### config.mk
export PLATFORM = sky130hd
export DESIGN_NAME = mips_mc_ctrl_hs
export DESIGN_NICKNAME = d
export VERILOG_FILES = /design/src/rtl/mips_ctrl_pkg.sv /design/src/rtl/mem_timeout_ctr.sv /design/src/rtl/mips_mc_ctrl_hs.sv
export SDC_FILE = /design/constraint.sdc
export NUM_CORES = 1
export LEC_CHECK = 0
export BUFFER_PORTS_ARGS = -buffer_cell sky130_fd_sc_hd__buf_2
export CAP_MARGIN = 20
export CELL_PAD_IN_SITES_DETAIL_PLACEMENT = 2
export CELL_PAD_IN_SITES_GLOBAL_PLACEMENT = 2
export CORE_MARGIN = 1.5
export CORE_UTILIZATION = 33
export CTS_BUF_LIST = sky130_fd_sc_hd__clkbuf_8
export DETAILED_ROUTE_END_ITERATION = 12
export PLACE_DENSITY_LB_ADDON = 0.1
export SLEW_MARGIN = 20
export SYNTH_ARGS = -nofsm -noshare
export SYNTH_HDL_FRONTEND = slang
export SYNTH_SLANG_ARGS = --single-unit
### constraint.sdc
create_clock -name clk -period 4.75 [get_ports clk]
set_input_delay 0.2375 -clock clk [delete_from_list [all_inputs] [get_ports clk]]
set_output_delay 0.2375 -clock clk [all_outputs]
set_load 0.1 [all_outputs]
### src/rtl/mips_ctrl_pkg.sv
`default_nettype none
// ============================================================================
// Module      : mips_ctrl_pkg
// Description : Shared types and encodings for the multicycle MIPS control
//               FSM. Holds the state enum, the opcode and funct constants, the
//               datapath select encodings and the fault codes.
// Ports       : none (package)
// Revision    : 1.0 - initial release
// ============================================================================
package mips_ctrl_pkg;

    typedef enum logic [3:0] {
        ST_FETCH  = 4'd0,
        ST_DECODE = 4'd1,
        ST_MEMADR = 4'd2,
        ST_MEMRD  = 4'd3,
        ST_MEMWB  = 4'd4,
        ST_MEMWR  = 4'd5,
        ST_EXEC   = 4'd6,
        ST_RWB    = 4'd7,
        ST_ADDIEX = 4'd8,
        ST_ADDIWB = 4'd9,
        ST_BRANCH = 4'd10,
        ST_JUMP   = 4'd11,
        ST_HALT   = 4'd12
    } state_t;

    // Opcodes
    localparam logic [5:0] OP_RTYPE = 6'h00;
    localparam logic [5:0] OP_LW    = 6'h23;
    localparam logic [5:0] OP_SW    = 6'h2B;
    localparam logic [5:0] OP_BEQ   = 6'h04;
    localparam logic [5:0] OP_J     = 6'h02;
    localparam logic [5:0] OP_ADDI  = 6'h08;

    // Funct codes that take the shift-amount operand
    localparam logic [5:0] FN_SLL = 6'h00;
    localparam logic [5:0] FN_SRL = 6'h02;

    // ALU B operand select
    localparam logic [2:0] SRCB_REG   = 3'd0;
    localparam logic [2:0] SRCB_FOUR  = 3'd1;
    localparam logic [2:0] SRCB_IMM   = 3'd2;
    localparam logic [2:0] SRCB_IMMSH = 3'd3;
    localparam logic [2:0] SRCB_SHAMT = 3'd4;

    // ALU operation
    localparam logic [1:0] ALUOP_ADD   = 2'b00;
    localparam logic [1:0] ALUOP_SUB   = 2'b01;
    localparam logic [1:0] ALUOP_FUNCT = 2'b10;

    // PC source select
    localparam logic [1:0] PCSRC_ALU    = 2'd0;
    localparam logic [1:0] PCSRC_ALUOUT = 2'd1;
    localparam logic [1:0] PCSRC_JUMP   = 2'd2;

    // Fault codes
    localparam logic [1:0] FAULT_NONE    = 2'b00;
    localparam logic [1:0] FAULT_ILLEGAL = 2'b01;
    localparam logic [1:0] FAULT_TIMEOUT = 2'b10;

endpackage : mips_ctrl_pkg
`default_nettype wire

### src/rtl/mem_timeout_ctr.sv
`default_nettype none
// ============================================================================
// Module      : mem_timeout_ctr
// Description : Stall counter for the memory handshake. Clears on request,
//               counts stalled cycles, and flags the stalled cycle whose
//               increment would bring the count up to TIMEOUT.
// Ports       : clk, rst      - clock, synchronous active-high reset
//               i_clr         - clear count (entry to a memory state)
//               i_en          - stalled cycle (request high, not ready)
//               o_expired     - this stalled cycle is the limit cycle
// Revision    : 1.0 - initial release
// ============================================================================
module mem_timeout_ctr #(
    parameter int TIMEOUT = 255,
    parameter int TO_W    = 8
) (
    input  logic clk,
    input  logic rst,
    input  logic i_clr,
    input  logic i_en,
    output logic o_expired
);

    localparam logic [TO_W-1:0] C_LIMIT_M1 = TO_W'(TIMEOUT - 1);

    logic [TO_W-1:0] r_count_q;
    logic [TO_W-1:0] w_count_d;

    always_comb begin
        w_count_d = r_count_q;
        if (i_clr) begin
            w_count_d = '0;
        end else if (i_en) begin
            w_count_d = r_count_q + TO_W'(1);
        end
    end

    always_ff @(posedge clk) begin
        if (rst) begin
            r_count_q <= '0;
        end else begin
            r_count_q <= w_count_d;
        end
    end

    // The stall counted in this cycle is the TIMEOUT-th one. Completion in
    // the same cycle is excluded by the caller because i_en needs !ready.
    assign o_expired = i_en && (r_count_q == C_LIMIT_M1);

endmodule : mem_timeout_ctr
`default_nettype wire

### src/rtl/mips_mc_ctrl_hs.sv
`default_nettype none
// ============================================================================
// Module      : mips_mc_ctrl_hs
// Description : Multicycle MIPS control FSM with a req/ready memory
//               handshake, memory timeout, illegal-opcode halt and a
//               retired-instruction counter.
// Ports       : clk, rst            - clock, synchronous active-high reset
//               OP_code, Funct      - decoded instruction fields
//               mem_ready           - memory completes the access this cycle
//               mem_req, MemWrite, IorD, IRWrite, MemtoReg, RegDst, RegWrite,
//               ALUSrcA, ALUSrcB, ALUOp, PCSource, PCWrite, PCWriteCond
//                                   - datapath controls
//               halted, fault       - halt status and cause
//               retired             - completed instruction count
// Revision    : 1.0 - initial release
// ============================================================================
module mips_mc_ctrl_hs
    import mips_ctrl_pkg::*;
#(
    parameter int TIMEOUT  = 255,
    parameter int TO_W     = 8,
    parameter int CNT_W    = 32,
    parameter int SHIFT_EN = 1
) (
    input  logic             clk,
    input  logic             rst,
    input  logic [5:0]       OP_code,
    input  logic [5:0]       Funct,
    input  logic             mem_ready,
    output logic             mem_req,
    output logic             MemWrite,
    output logic             IorD,
    output logic             IRWrite,
    output logic             MemtoReg,
    output logic             RegDst,
    output logic             RegWrite,
    output logic             ALUSrcA,
    output logic [2:0]       ALUSrcB,
    output logic [1:0]       ALUOp,
    output logic [1:0]       PCSource,
    output logic             PCWrite,
    output logic             PCWriteCond,
    output logic             halted,
    output logic [1:0]       fault,
    output logic [CNT_W-1:0] retired
);

    state_t           r_state_q;
    state_t           w_state_d;
    logic [1:0]       r_fault_q;
    logic [1:0]       w_fault_d;
    logic [CNT_W-1:0] r_retired_q;
    logic [CNT_W-1:0] w_retired_d;
    logic             w_retire;
    logic             w_expired;
    logic             w_shift;

    assign w_shift = (SHIFT_EN != 0) && ((Funct == FN_SLL) || (Funct == FN_SRL));

    // Entry to any state (memory states included) restarts the stall count.
    mem_timeout_ctr #(
        .TIMEOUT (TIMEOUT),
        .TO_W    (TO_W)
    ) u_timeout (
        .clk       (clk),
        .rst       (rst),
        .i_clr     (w_state_d != r_state_q),
        .i_en      (mem_req && !mem_ready),
        .o_expired (w_expired)
    );

    // Next-state, fault and retire logic
    always_comb begin
        w_state_d = r_state_q;
        w_fault_d = r_fault_q;
        w_retire  = 1'b0;
        case (r_state_q)
            ST_FETCH, ST_MEMRD, ST_MEMWR: begin
                if (mem_ready) begin
                    if (r_state_q == ST_FETCH) begin
                        w_state_d = ST_DECODE;
                    end else if (r_state_q == ST_MEMRD) begin
                        w_state_d = ST_MEMWB;
                    end else begin
                        w_state_d = ST_FETCH;
                        w_retire  = 1'b1;
                    end
                end else if (w_expired) begin
                    w_state_d = ST_HALT;
                    w_fault_d = FAULT_TIMEOUT;
                end
            end
            ST_DECODE: begin
                case (OP_code)
                    OP_LW, OP_SW: w_state_d = ST_MEMADR;
                    OP_RTYPE:     w_state_d = ST_EXEC;
                    OP_ADDI:      w_state_d = ST_ADDIEX;
                    OP_BEQ:       w_state_d = ST_BRANCH;
                    OP_J:         w_state_d = ST_JUMP;
                    default: begin
                        w_state_d = ST_HALT;
                        w_fault_d = FAULT_ILLEGAL;
                    end
                endcase
            end
            ST_MEMADR: w_state_d = (OP_code == OP_SW) ? ST_MEMWR : ST_MEMRD;
            ST_EXEC:   w_state_d = ST_RWB;
            ST_ADDIEX: w_state_d = ST_ADDIWB;
            ST_MEMWB, ST_RWB, ST_ADDIWB, ST_BRANCH, ST_JUMP: begin
                w_state_d = ST_FETCH;
                w_retire  = 1'b1;
            end
            ST_HALT:   w_state_d = ST_HALT;
            default:   w_state_d = ST_FETCH;
        endcase
        w_retired_d = r_retired_q + (w_retire ? CNT_W'(1) : CNT_W'(0));
    end

    always_ff @(posedge clk) begin
        if (rst) begin
            r_state_q   <= ST_FETCH;
            r_fault_q   <= FAULT_NONE;
            r_retired_q <= '0;
        end else begin
            r_state_q   <= w_state_d;
            r_fault_q   <= w_fault_d;
            r_retired_q <= w_retired_d;
        end
    end

    // Moore decode; only the fetch write strobes look at mem_ready. Everything
    // is forced quiet while rst is held so an in-flight access is abandoned.
    always_comb begin
        mem_req     = 1'b0;
        MemWrite    = 1'b0;
        IorD        = 1'b0;
        IRWrite     = 1'b0;
        MemtoReg    = 1'b0;
        RegDst      = 1'b0;
        RegWrite    = 1'b0;
        ALUSrcA     = 1'b0;
        ALUSrcB     = SRCB_REG;
        ALUOp       = ALUOP_ADD;
        PCSource    = PCSRC_ALU;
        PCWrite     = 1'b0;
        PCWriteCond = 1'b0;
        case (r_state_q)
            ST_FETCH: begin
                mem_req = 1'b1;
                ALUSrcB = SRCB_FOUR;
                IRWrite = mem_ready;
                PCWrite = mem_ready;
            end
            ST_DECODE: ALUSrcB = SRCB_IMMSH;
            ST_MEMADR, ST_ADDIEX: begin
                ALUSrcA = 1'b1;
                ALUSrcB = SRCB_IMM;
            end
            ST_MEMRD: begin
                mem_req = 1'b1;
                IorD    = 1'b1;
            end
            ST_MEMWB: begin
                RegWrite = 1'b1;
                MemtoReg = 1'b1;
            end
            ST_MEMWR: begin
                mem_req  = 1'b1;
                MemWrite = 1'b1;
                IorD     = 1'b1;
            end
            ST_EXEC: begin
                ALUSrcA = 1'b1;
                ALUSrcB = w_shift ? SRCB_SHAMT : SRCB_REG;
                ALUOp   = ALUOP_FUNCT;
            end
            ST_RWB: begin
                RegWrite = 1'b1;
                RegDst   = 1'b1;
            end
            ST_ADDIWB: RegWrite = 1'b1;
            ST_BRANCH: begin
                ALUSrcA     = 1'b1;
                ALUOp       = ALUOP_SUB;
                PCWriteCond = 1'b1;
                PCSource    = PCSRC_ALUOUT;
            end
            ST_JUMP: begin
                PCWrite  = 1'b1;
                PCSource = PCSRC_JUMP;
            end
            default: ;
        endcase
        halted = (r_state_q == ST_HALT);
        fault  = r_fault_q;
        if (rst) begin
            mem_req     = 1'b0;
            MemWrite    = 1'b0;
            IorD        = 1'b0;
            IRWrite     = 1'b0;
            MemtoReg    = 1'b0;
            RegDst      = 1'b0;
            RegWrite    = 1'b0;
            ALUSrcA     = 1'b0;
            ALUSrcB     = SRCB_REG;
            ALUOp       = ALUOP_ADD;
            PCSource    = PCSRC_ALU;
            PCWrite     = 1'b0;
            PCWriteCond = 1'b0;
            halted      = 1'b0;
            fault       = FAULT_NONE;
        end
    end

    assign retired = r_retired_q;

endmodule : mips_mc_ctrl_hs
`default_nettype wire

[Yosys cells after proc, flatten, opt, wreduce, memory -nomap -nowiden]
Cells that the tools add are included.
Word-level totals
  RAM bits: 0
  memories kept: 0
  flip-flop bits (word level): 46
  bits in read-only memories: 0
  bits in latches: 0
  bits of input ports: 15
  output and inout bits: 52
Operators by class
  multiply operators: 0
  reduce and logical (&&, ||, !) cells: 18
  $lt $le $gt $ge: 0
  multiplexer cells: 45
  add/sub/neg operators: 2
  bitwise logic cells: 0
  shift operators: 0
  equal/unequal tests: 23
  divide/modulo/power cells: 0
Operators by type and width (number)
  32-bit by 1-bit adder with 32-bit output: 1
  1-bit two-way mux: 24
  4-bit one-hot mux with 6 select lines: 1
  4-bit == test, second input constant: 5
  4-bit one-hot mux with 5 select lines: 1
  4-bit by 3-bit == test with 1-bit output, second input constant: 4
  3-bit two-way mux: 5
  6-bit by 2-bit == test with 1-bit output, second input constant: 2
  6-bit == test, second input constant: 2
  6-bit logical NOT: 2
  2-bit two-way mux: 6
  2-bit one-hot mux with 2 select lines: 3
  3-bit one-hot mux with 4 select lines: 1
  8-bit by 1-bit adder with 8-bit output, second input constant: 1
  4-bit by 2-bit == test with 1-bit output, second input constant: 2
  8-bit == test, second input constant: 1
  4-bit two-way mux: 2
  2-bit OR reduction: 4
  6-bit by 3-bit == test with 1-bit output, second input constant: 1
  6-bit by 4-bit == test with 1-bit output, second input constant: 1
  3-bit OR reduction: 2
  6-bit OR reduction: 1
  5-bit OR reduction: 1
  4-bit by 1-bit == test with 1-bit output, second input constant: 1
  other kinds (11): 14

[Longest topological paths before layout]
  depth in word-level cells: 11
  depth in mapped cells: 14
  mapped depth without buffers: 12

[Hierarchy]
From an unflattened synthesis, not the netlist that was laid out.
Unflattened totals
  cell total of the unflattened synthesis: 320
  area, all modules: 2557.5 µm²
By module, submodules not included
  mips_mc_ctrl_hs: area each 2179.6 µm², times used 1, cells an instance 278
  mem_timeout_ctr: area each 377.9 µm², times used 1, cells an instance 42

[Least setup slack after synthesis]
OpenSTA, ideal clock, no wires.
  kind: reg-to-output
  start point: register r_state_q[3]
  end point: output port ALUSrcA
  arrival: 5.737 ns
  setup slack: -1.224 ns
  cell stages (with the launch flop): 5
  path through: dfxtp_1 > buf_1 > clkbuf_1 > nor2_1 > a2111oi_0
Between the ends
  word-level cells in the longest chain between the ends: 4
  elaborated cells between the ends (all ways): 7
  classes of those cells: 4 x eq/ne; 2 x mux; 1 x reduce/logical
RTL lines
  start: declaration: RTL line mips_mc_ctrl_hs.sv:48  | state_t r_state_q;
  start signal: assignment: RTL line mips_mc_ctrl_hs.sv:125  | r_state_q <= w_state_d;
  4-bit == test (tied with other cells): RTL line mips_mc_ctrl_hs.sv:147  | case (r_state_q)
  4-bit OR reduction (no line) *
  1-bit two-way mux *: RTL line mips_mc_ctrl_hs.sv:147
  1-bit two-way mux *: RTL line mips_mc_ctrl_hs.sv:196  | if (rst) begin
  end: declaration: RTL line mips_mc_ctrl_hs.sv:37  | output logic ALUSrcA,
Every way passes the cells marked *; elsewhere a longest branch is shown, timed or not.

[Final worst setup path]
  start point: register r_state_q[1]
  end point: register r_retired_q[28], in the netlist retired[28]
Between the ends
  word-level cells in the longest chain between the ends: 7
  elaborated cells between the ends (all ways): 16
  classes of those cells: 1 x add/sub; 7 x eq/ne; 5 x mux; 3 x reduce/logical
RTL lines
  4-bit by 2-bit == test with 1-bit output: RTL line mips_mc_ctrl_hs.sv:77, mips_mc_ctrl_hs.sv:82
  1-bit two-way mux: RTL line mips_mc_ctrl_hs.sv:82  | end else if (r_state_q == ST_MEMRD) begin
  1-bit two-way mux: RTL line mips_mc_ctrl_hs.sv:80  | if (r_state_q == ST_FETCH) begin
  1-bit two-way mux: RTL line mips_mc_ctrl_hs.sv:79  | if (mem_ready) begin
  1-bit one-hot mux with 2 select lines *: RTL line mips_mc_ctrl_hs.sv:77  | case (r_state_q)
  1-bit two-way mux *: RTL line mips_mc_ctrl_hs.sv:116  | w_retired_d = r_retired_q + (w_retire ? CNT_W'(1) : CNT_W'(0));
  32-bit by 1-bit adder with 32-bit output *: RTL line mips_mc_ctrl_hs.sv:116
  end signal: assignment: RTL line mips_mc_ctrl_hs.sv:127  | r_retired_q <= w_retired_d;
  end: declaration: RTL line mips_mc_ctrl_hs.sv:52  | logic [CNT_W-1:0] r_retired_q;
Marks and branches as above.
A chain may end at the register's enable or synchronous reset.

==> out/qor.tcl <==
set qor(postSynthCellCount) 331
set qor(die_area_um2) 8510
set qor(setup.reg_to_reg.worst_slack_ns) 1.47
set qor(synth_seq_cells) 46
set qor(fin_total_pwr_mw) 1.03
set qor(finalSetupTns_ns) 0
set qor(synth_xor_area_share_pct) 11.0
set qor(tightest_slew_ns) 0.850
set qor(vertical_die_dimension_um) 92.2
set qor(p_leak_nw) 1.25
set qor(initial_core_utilization_pct) 34.0
set qor(routed_wire_length_um) 7800
set qor(cts_htree_levels) 2
set qor(class_of_the_tightest_hold_or_removal_check) {in2reg}
set qor(flow.area_growth_from_synthesis_pct) 18.5
set qor(diodes) 0
set qor(first_global_vias) 2630
set qor(min_path_cells) 2
set qor(nets) 406
set qor(cp_max_fo) 18
set qor(tritoncts) {built}
set qor(synth_enable_flop_cells) 0
set qor(final_max_slew_viol_count) 0
set qor(fp.dieW_um) 92.2
set qor(final_cell_area_um2) 3110
set qor(synth_largest_area_cell) {sky130_fd_sc_hd__dfxtp_1}
set qor(grt_start_max_net_pins) 36
set qor(vias) 2628
set qor(worst_setup_path_start_kind) {flop}
set qor(r2r_cells) 13
set qor(drt_iter0_drc) 61
set qor(synth.distinct_cells) 55
set qor(highest_clock_frequency_the_design_can_meet_mhz) 305
set qor(route.detailed.wl_per_inst_um) 15.9
set qor(timing.final.hold_violations) 0
set qor(worstReg2RegEnd) {retired[28]}
set qor(worstSkewPairLatency_ns) 0.30
set qor(power_density_nw_per_um2) 331
set qor(timing.max_slew.rel_slack_pct) 42.6
set qor(yosys_warnings) 0
set qor(timing.clock.skew_ns) 0.00838
set qor(place_congestion) 0.750
set qor(postSynthAreaPerCell_um2) 7.94
set qor(run_status) {completed}
set qor(min_period_ns) 3.28
set qor(path_class) {reg2reg}
set qor(clk_path_buf_depth) 2
set qor(post_synth_instance_area_um2) 2630
set qor(fill_cells) 951
set qor(firstDrtPassIters) 4
set qor(clock-sinks) 46
set qor(cts.reportedPaths.clkPinSlew_ns) 0.09
set qor(grt_first_pass_wirelength_um) 13100
set qor(async_flop_share_pct) 0
set qor(ys_seq_area_share_pct) 35.0
set qor(yosys.area_share.adder_pct) 2.29
set qor(timing.rr.start) {r_state_q[1]}
set qor(globalRoute.totalOverflow) 0
set qor(largest_family_of_logic_cells_by_synthesized_area) {simple AND/OR/NAND/NOR gates}
set qor(post-route-period-util_pct) 69.0
set qor(placed_area_um2) 3010
set qor(numCtsBuffers) 5
set qor(core_region_area_um2) 7730
set qor(port_buffers) 65
set qor(hold_start) {rst}
set qor(rsz0062_at_grt) {no}
set qor(muxShareOfSynthArea_pct) 0
set qor(synth.top_cells.by_area) {sky130_fd_sc_hd__dfxtp_1, sky130_fd_sc_hd__nor2_1, sky130_fd_sc_hd__xor2_1}
set qor(row_count) 32
set qor(syn_nets) 350
set qor(synth.top_cell.area_share_pct) 35.0
set qor(drive_gt1_share_pct) 22.4
set qor(root_buffer) {sky130_fd_sc_hd__clkbuf_8}
set qor(drt_drc_violations_left) 0
set qor(setup_violations) 0
set qor(antenna_violations_before_repair) 0
set qor(peak_supply_drop_mv) 0.150
set qor(cp.required_ns) 4.99
set qor(cts_repair_resize_count) 0
set qor(drt.antenna.violating_nets) 0
set qor(cts_hold_buf) 0
set qor(maxCapViolCount) 0
set qor(grt_util_all_layers_pct) 19.0
set qor(ioPinCount) 67
set qor(vias_per_instance) 5.36
set qor(critPathCaptureType) {flop}
set qor(detailed_place_hpwl_um) 5770
set qor(synth_compound_area_share_pct) 12.0
set qor(whs_endpoint) {retired[3]}
set qor(synth_ff_type) {sky130_fd_sc_hd__dfxtp_1}
set qor(postCtsSetupBuffers) 0
set qor(simple_gate_share_of_the_synthesized_area_pct) 34.1
set qor(arrival_ns) 3.52
set qor(finalHoldWorstSlack_ns) 0.267
==> worst max-delay path by stage <==
stage	startpoint	endpoint	slack, ns	cells past startpoint
finish	r_state_q[1]	retired[28]	1.47	13
global route	r_state_q[1]	retired[28]	1.22	13
CTS	r_state_q[1]	retired[28]	1.43	13
detailed placement	r_state_q[0]	retired[28]	1.44	11
global placement	r_state_q[1]	retired[28]	1.48	13
floorplan	r_state_q[3]	ALUSrcA	0.15	4
==> Yosys cell counts, types with 9 or more instances <==
cell type / count
sky130_fd_sc_hd__dfxtp_1: 46
sky130_fd_sc_hd__nor2_1: 45
sky130_fd_sc_hd__nand2_1: 23
sky130_fd_sc_hd__nor3_1: 19
sky130_fd_sc_hd__xor2_1: 17
sky130_fd_sc_hd__xnor2_1: 16
sky130_fd_sc_hd__a21oi_1: 14
sky130_fd_sc_hd__nand3_1: 14
sky130_fd_sc_hd__clkbuf_1: 11
sky130_fd_sc_hd__nand4_1: 10
sky130_fd_sc_hd__nor4_1: 10
sky130_fd_sc_hd__inv_1: 9
sky130_fd_sc_hd__o21ai_0: 9
==> area by class of cell <==
cell class,instances,area (um2),area share [%]
Tap cell,102,128,4.10
Timing Repair Buffer,70,363,11.7
Sequential cell,46,921,29.6
Inverter,9,33.8,1.08
Clock buffer,5,68.8,2.21
Multi-Input combinational cell,255,1560,50.1
Clock inverter,3,40.0,1.29
==> flip-flops by register name, indices dropped and copies added (netlist names) <==
| signal | count |
|---|---|
| r_state_q | 4 |
| u_timeout.r_count_q | 8 |
| r_fault_q | 2 |
| retired | 32 |
==> per-stage QoR <==
step	setup WS, ns	util, %	std cells
2_1_floorplan	0.146	-	331
3_3_place_gp	1.48	38.9	482
3_5_place_dp	1.44	38.9	482
4_1_cts	1.43	40.3	490
5_1_grt	1.22	40.3	490
6_report	1.47	40.3	490
==> per-layer routing <==
metal	track usage, %	up-vias	routed length, um
met5	0	-	0
met4	4.62	0	111
met3	2.65	7	215
met2	32.8	50	3840
met1	24.9	1287	3630
li1	-	1284	-
==> kinds of logic after synthesis <==
| logic type | after synthesis |
|---|---|
| xor gates and xnor gates | 33 |
| and+or+nand+nor | 170 |
| DFF | 46 |
| adders and majority gates | 5 |
| AOI/OAI and AO/OA | 47 |
| buffers and inverters | 30 |
==> layout by cell type (no fill, tap or decap), drive strengths merged, types with 3 or more instances in the layout <==
master  synthesis  layout
a21oi          15      15
buf             8      70
nor2           45      45
ha              4       4
nor4b           3       3
inv             9       9
dfxtp          46      46
xor2           17      17
nand3          14      14
or3             6       6
nor3b           3       3
o21ai           9       9
and3            8       8
and4            5       5
nand4          11      11
nand2b          5       5
nand2          23      23
clkbuf         13       5
xnor2          16      16
nor4           10      10
a211oi          3       3
nor3           19      19
or2             5       5
nor2b           5       5
==> critical path, stage by stage (launching register included) <==
cell and delay (ns):
sky130_fd_sc_hd__dfxtp_1 0.32, sky130_fd_sc_hd__buf_4 0.22, sky130_fd_sc_hd__inv_1 0.10, sky130_fd_sc_hd__nand2_1 0.17
sky130_fd_sc_hd__o21a_1 0.14, sky130_fd_sc_hd__nor2_1 0.04, sky130_fd_sc_hd__a211oi_1 0.24, sky130_fd_sc_hd__ha_1 0.23
sky130_fd_sc_hd__ha_1 0.20, sky130_fd_sc_hd__nand3_1 0.17, sky130_fd_sc_hd__or2_2 0.43, sky130_fd_sc_hd__or4_1 0.51
sky130_fd_sc_hd__or3_1 0.32, sky130_fd_sc_hd__a21oi_1 0.13
==> report_power, final <==
| part | internal [mW] | switching (mW) | total, mW | leakage (nW) |
|---|---|---|---|---|
| sequential | 0.398 | 0.0221 | 0.420 | 0.371 |
| combinational | 0.0778 | 0.237 | 0.315 | 0.816 |
| clock | 0.155 | 0.141 | 0.297 | 0.0579 |
Power figures use the tool's default switching activity.
